File: config.mk
export PLATFORM = sky130hd
export DESIGN_NAME = bitwise_reduce_pipe
export DESIGN_NICKNAME = d
export VERILOG_FILES = /design/src/rtl/bitwise_reduce_pipe.sv
export SDC_FILE = /design/constraint.sdc
export NUM_CORES = 1
export LEC_CHECK = 0
export CORE_ASPECT_RATIO = 1.1
export CORE_MARGIN = 5
export CORE_UTILIZATION = 25
export CTS_CLUSTER_SIZE = 28
export DETAILED_ROUTE_END_ITERATION = 6
export PLACE_DENSITY = 0.54
export SKIP_CTS_REPAIR_TIMING = 1
export SYNTH_ARGS = -nofsm -noshare
export SYNTH_HDL_FRONTEND = slang
export SYNTH_SLANG_ARGS = --single-unit
File: constraint.sdc
create_clock -name clk -period 3.4 [get_ports clk]
set_input_delay 0.34 -clock clk [delete_from_list [all_inputs] [get_ports clk]]
set_output_delay 0.34 -clock clk [all_outputs]
set_load 0.05 [all_outputs]
File: src/rtl/bitwise_reduce_pipe.sv
// bitwise_reduce_pipe: two-stage valid/ready pipeline reducing NUM_IN operands bitwise by AND/OR/XOR/bypass.
// Define BITRED_PARITY_EN to add a registered out_parity (XOR of all out_data bits).
module bitwise_reduce_pipe #(
    parameter int WIDTH  = 8,
    parameter int NUM_IN = 3
) (
    input  logic                    clk,
    input  logic                    rst,
    input  logic                    in_valid,
    output logic                    in_ready,
    input  logic [NUM_IN*WIDTH-1:0] in_data,
    input  logic [1:0]              in_op,
    output logic                    out_valid,
    input  logic                    out_ready,
    output logic [WIDTH-1:0]        out_data
`ifdef BITRED_PARITY_EN
    ,
    output logic                    out_parity
`endif
);
    logic                    s1_valid_q, s1_valid_d;
    logic [NUM_IN*WIDTH-1:0] s1_data_q, s1_data_d;
    logic [1:0]              s1_op_q, s1_op_d;
    logic                    out_valid_q, out_valid_d;
    logic [WIDTH-1:0]        out_data_q, out_data_d, red;
    logic                    s2_adv, s1_adv;

    always_comb begin
        red = s1_data_q[WIDTH-1:0];
        for (int k = 1; k < NUM_IN; k++) begin
            red = s1_op_q == 2'b00 ? red & s1_data_q[k*WIDTH +: WIDTH] :
                  s1_op_q == 2'b01 ? red | s1_data_q[k*WIDTH +: WIDTH] :
                  s1_op_q == 2'b10 ? red ^ s1_data_q[k*WIDTH +: WIDTH] : red;
        end
    end

    assign s2_adv   = !out_valid_q || out_ready;
    assign s1_adv   = !s1_valid_q || s2_adv;
    assign in_ready = s1_adv;

    // S1 data is only refreshed on a handshake; stale contents behind a clear valid are don't-care
    always_comb begin
        s1_valid_d  = s1_adv ? in_valid : s1_valid_q;
        s1_data_d   = s1_adv && in_valid ? in_data : s1_data_q;
        s1_op_d     = s1_adv && in_valid ? in_op : s1_op_q;
        out_valid_d = s2_adv ? s1_valid_q : out_valid_q;
        out_data_d  = s2_adv && s1_valid_q ? red : out_data_q;
    end

    always_ff @(posedge clk or posedge rst) begin
        if (rst) begin
            s1_valid_q  <= 1'b0;
            s1_data_q   <= '0;
            s1_op_q     <= 2'b00;
            out_valid_q <= 1'b0;
            out_data_q  <= '0;
        end else begin
            s1_valid_q  <= s1_valid_d;
            s1_data_q   <= s1_data_d;
            s1_op_q     <= s1_op_d;
            out_valid_q <= out_valid_d;
            out_data_q  <= out_data_d;
        end
    end

    assign out_valid = out_valid_q;
    assign out_data  = out_data_q;

`ifdef BITRED_PARITY_EN
    logic parity_q;
    always_ff @(posedge clk or posedge rst) begin
        if (rst) parity_q <= 1'b0;
        else parity_q <= ^out_data_d;
    end
    assign out_parity = parity_q;
`endif
endmodule

Word-level counts from Yosys, hierarchy flattened
Index checks and enable logic that the tools add are counted.
{ "word_totals": {"elab_cells": 26, "ff_bits": 36, "inputBits": 30, "output_inout_bits": 10} }
{ "classes": {"n_mux": 6, "n_eq_ne": 2, "bitwise_logic": 6, "n_reduce_logical": 7} }
{ "op_table": {"columns": ["op", "count"], "rows": [
  ["$mux W8", 6],
  ["$and A8 B8 Y8", 2],
  ["$or A8 B8 Y8", 2],
  ["$xor A8 B8 Y8", 2],
  ["$eq A2 B1 Y1 const B", 1],
  ["$eq A2 B2 Y1 const B", 1],
  ["$logic_and A1 B1 Y1", 2],
  ["$logic_not A1 Y1", 2],
  ["$logic_not A2 Y1", 1],
  ["$logic_or A1 B1 Y1", 2]
]} }

Longest topological paths before layout
{ "logic_depth": {"depth_word": 8, "depth_mapped": 9, "depth_no_buf": 9} }

Worst setup path after synthesis
OpenSTA, ideal clock, no wires.
{ "synth_timing": {"kind": "register to register", "start": "register s1_data_q[2]", "end": "register out_data_q[2], in the netlist out_data[2]", "path_stages_with_launch": 8, "t_arrival_ns": 2.159, "required_ns": 3.275, "period_less_slack_ns": 2.284, "n_path_buf": 0, "slack_ns": 1.116, "setup_ns": 0.125, "path_cell_list": "dfrtp_1 > inv_1 > ha_1 > mux4_1 > inv_1 > ha_1 > mux4_2 > mux2_2"} }
{ "synth_via": {"elab_chain_cells": 8, "elab_cells_between_ends": 12, "classes_between": "6 x mux; 6 x bitwise"} }
{ "synth_lines": {"columns": ["element", "line_no", "text"], "rows": [
  ["start, declared", "22", "logic [NUM_IN*WIDTH-1:0] s1_data_q, s1_data_d;"],
  ["start signal, assigned", "59", "s1_data_q <= s1_data_d;"],
  ["$xor A8 B8 Y8", "33", "s1_op_q == 2'b10 ? red ^ s1_data_q[k*WIDTH +: WIDTH] : red;"],
  ["$mux W8", "33", null],
  ["$mux W8", "32", "s1_op_q == 2'b01 ? red | s1_data_q[k*WIDTH +: WIDTH] :"],
  ["$mux W8 (*)", "31", "red = s1_op_q == 2'b00 ? red & s1_data_q[k*WIDTH +: WIDTH] :"],
  ["$xor A8 B8 Y8", "33", null],
  ["$mux W8", "33", null],
  ["$mux W8", "32", null],
  ["$mux W8 (*)", "31", null],
  ["end signal, assigned", "62", "out_data_q <= out_data_d;"],
  ["end, declared", "25", "logic [WIDTH-1:0] out_data_q, out_data_d, red;"]
]} }
Mark *: on every way between the ends. The rest lies on a longest branch, timed or not.
A chain may end at the register's enable or synchronous reset.

Final worst setup path
{ "layout_timing": {"start": "register s1_op_q[1]", "end": "register out_data_q[2], in the netlist out_data[2]"} }
{ "layout_via": {"elab_chain_cells": 8, "elab_cells_between_ends": 12, "classes_between": "2 x eq/ne; 6 x mux; 3 x bitwise; 1 x reduce/logical"} }
{ "layout_lines": {"columns": ["element", "line_no", "text"], "rows": [
  ["start, declared", "23", "logic [1:0] s1_op_q, s1_op_d;"],
  ["start signal, assigned", "60", "s1_op_q <= s1_op_d;"],
  ["$eq A2 B2 Y1", "33", null],
  ["$mux W8", "33", null],
  ["$mux W8", "32", null],
  ["$mux W8", "31", null],
  ["$xor A8 B8 Y8", "33", null],
  ["$mux W8", "33", null],
  ["$mux W8", "32", null],
  ["$mux W8 (*)", "31", null]
]} }
Marked as above.

==> run summary <==
RD Place Congestion - 0.678
Via count - 1390
CTS tree - done
Crit path kind - reg2reg
Setup crit start kind - flop
H-tree depth - 2
Outcome - completed
Layout Area Growth over Synthesis - 25.2%
Tot Pwr - 1600 uW
Synth cell types - 16
Final hold violations - 0
Buf/Inv on CP - 1
Final Slew Violations - 0
Worst Path Required - 3.56 ns
Rel. slew slack - 56.1%
Static Leak - 0.00137 uW
Mapped Area - 0.00234 mm^2
Total negative slack - 0 ns
Ports - 40
Clock root cell - clkbuf_8
Sw Share - 36.6%
Clk pwr share - 18.1%
TritonCTS Buffers - 5
CTS max path bufs - 2
Clock Sinks - 36
Detailed placer's ending HPWL - 3150 um
Top cell type's share of synthesized area - 38.6%
Share of layout cells above drive strength 1 - 24.6%
#FFs+latches synth - 36
Upper clock frequency limit - 403 MHz
Antenna Cells - 0
Combinational cell fraction of total power - 44.1%
Post-synthesis sequential area ratio - 38.6%
PortBufs - 39
Drt total wl - 4140 um
VDD IR max - 148 uV
First-pass detailed-route iteration total - 3
Drt wl/cell - 12.1 um
Pwr dens - 548 mW/mm^2
Area contributors post-synth - dfrtp_1 (39%), ha_1 (17%), mux2_2 (17%), mux4_2 (9.6%), inv_1 (7.6%)
Reg power frac - 37.8%
ANT nets after route - 0
Post-Syn Instances - 181
Cell class contributing the biggest share of worst-path delay - multiplexers
Slowest stage delay, CP - 0.70 ns
Initial antenna violation count - 0
Area of the core - 0.00926 mm^2
Starting Density - 25.2%
Worst-path cell chain - mux4_1 -> inv_1 -> ha_1 -> mux4_2 -> mux2_2
Arr. time, crit path - 2.64 ns
Die area - 0.0114 mm^2
Largest net degree at the start of global routing - 37
Post-route DRC - 0
Synth Area per Inst - 12.9 um^2
CP max stage cell - dfrtp_1
Die Ht - 111 um
Post-DP Area - 0.00285 mm^2
Maximum fanout along the worst path - 13
Final worst-path cycle share - 72.9%
Ys Warns - 0
HP Class - in2async
1st-iter DRT viols - 21
CP endpoint kind - flop
Final hold slack - 0.465 ns
Vias in the first global route - 1457
GRT overflow - 0
Cell taking the most area after synthesis - dfrtp_1
Minimum clock period - 2.48 ns
Reg clk slew, reported paths - 0.07 ns
NumNets Final - 286
Clock Latency Late Sink - 0.28 ns
Finished Cell Area - 0.00293 mm^2
First-pass GRT wire length - 7070 um
Vias per cell - 4.08
Max Cap Violations - 0
Slew @ Worst Pin - 0.656 ns
Net count after synthesis - 243
Die W - 102 um
Int Power - 1020 uW
RSZ-0062 raised after global routing - no
Std cell rows - 37
Clock skew - 0.00953 ns
Net Switching - 587 uW
Setup violators final - 0
GRT Total Usage - 7.89%
## metrics by stage
stage	setup WS (ns)	utilization, %	std cells
6_report	0.922	31.6	341
3_3_place_gp	0.927	30.8	334
5_1_grt	0.766	31.6	341
2_1_floorplan	1.12	-	181
3_5_place_dp	0.884	30.8	334
4_1_cts	0.869	31.6	341
## worst reg2reg max path, cell delays in order (launching register included)
cell     delay, ns
dfrtp_1       0.70
mux4_1        0.67
inv_1         0.08
ha_1          0.21
mux4_2        0.44
mux2_2        0.26
## power by group through the flow
stage / Clock, uW / Combinational, uW / Sequential (uW)
2_1_floorplan: 0 / 360 / 761
3_5_place_dp: 0 / 724 / 620
3_3_place_gp: 0 / 695 / 619
6_report: 290 / 707 / 606
4_1_cts: 310 / 726 / 611
5_1_grt: 322 / 779 / 626
## final cells by class
| type | instances | area [um^2] |
|---|---|---|
| fill | 958 | 6330 |
| multi-input combinational | 92 | 1210 |
| sequential | 36 | 901 |
| timing repair buffer | 42 | 413 |
| inverter | 47 | 176 |
| tap | 117 | 146 |
| clock buffer | 6 | 72.6 |
| clock inverter | 1 | 5.00 |
## cells in the final DEF (no fill, tap or decap)
cell,synthesis,layout
nand2_2,1,1
ha_1,32,32
o211ai_1,1,1
mux4_1,5,5
clkbuf_1,0,1
mux2_2,35,35
clkdlybuf4s50_1,0,39
clkbuf_8,0,5
buf_4,2,3
o21a_1,1,1
o21ai_1,1,1
mux4_2,10,10
nand2_1,2,2
inv_1,47,47
dfrtp_1,36,36
nand3b_1,1,1
nand2b_1,3,3
clkinv_2,0,1
## state kept, by name, summed over array words and instances (netlist names)
| name | flops |
|---|---|
| out_valid | 1 |
| s1_op_q | 2 |
| s1_data_q | 24 |
| out_data | 8 |
| s1_valid_q | 1 |
## kinds of logic (layout without fill, tap and decap cells)
family                   after synthesis  count (layout)  share of synthesized area [%]
buffers and inverters                 53              96                           9.59
multiplexers                          50              50                           32.1
flip-flops                            36              36                           38.6
adder cells (fa/ha/maj)               32              32                           17.1
AND/OR/NAND/NOR                        7               7                           1.71
AO/OA/AOI/OAI                          3               3                          0.857
## final timing paths
| path | cells after the start | slack, ns | to | from |
|---|---|---|---|---|
| worst min register to register | 1 | 0.49 | out_valid$_DFFE_PP0P_ | s1_valid_q$_DFFE_PP0N_ |
| worst max-delay path | 5 | 0.92 | out_data[2]$_DFFE_PP0P_ | s1_op_q[1]$_DFFE_PP0P_ |
| worst max register to register | 5 | 0.92 | out_data[2]$_DFFE_PP0P_ | s1_op_q[1]$_DFFE_PP0P_ |
| max in group asynchronous | 3 | 2.59 | s1_op_q[0]$_DFFE_PP0P_ | rst |
| min in group clk | 1 | 0.49 | out_valid$_DFFE_PP0P_ | s1_valid_q$_DFFE_PP0N_ |
| worst min-delay path | 3 | 0.47 | s1_data_q[22]$_DFFE_PP0P_ | rst |
## Yosys cell counts
library cell  count
inv_1            47
dfrtp_1          36
mux2_2           35
ha_1             32
mux4_2           10
mux4_1            5
nand2b_1          3
buf_2             2
buf_4             2
buf_6             2
nand2_1           2
nand2_2           1
nand3b_1          1
o211ai_1          1
o21a_1            1
o21ai_1           1
## layer usage
metal | vias up | wire [um] | GRT usage [%]
li1 | 684 | - | -
met1 | 676 | 1780 | 9.64
met2 | 25 | 2140 | 13.3
met3 | 5 | 167 | 2.32
met4 | 0 | 55 | 2.36
met5 | - | 0 | 0
No activity file was read; power rests on OpenSTA's default activity.
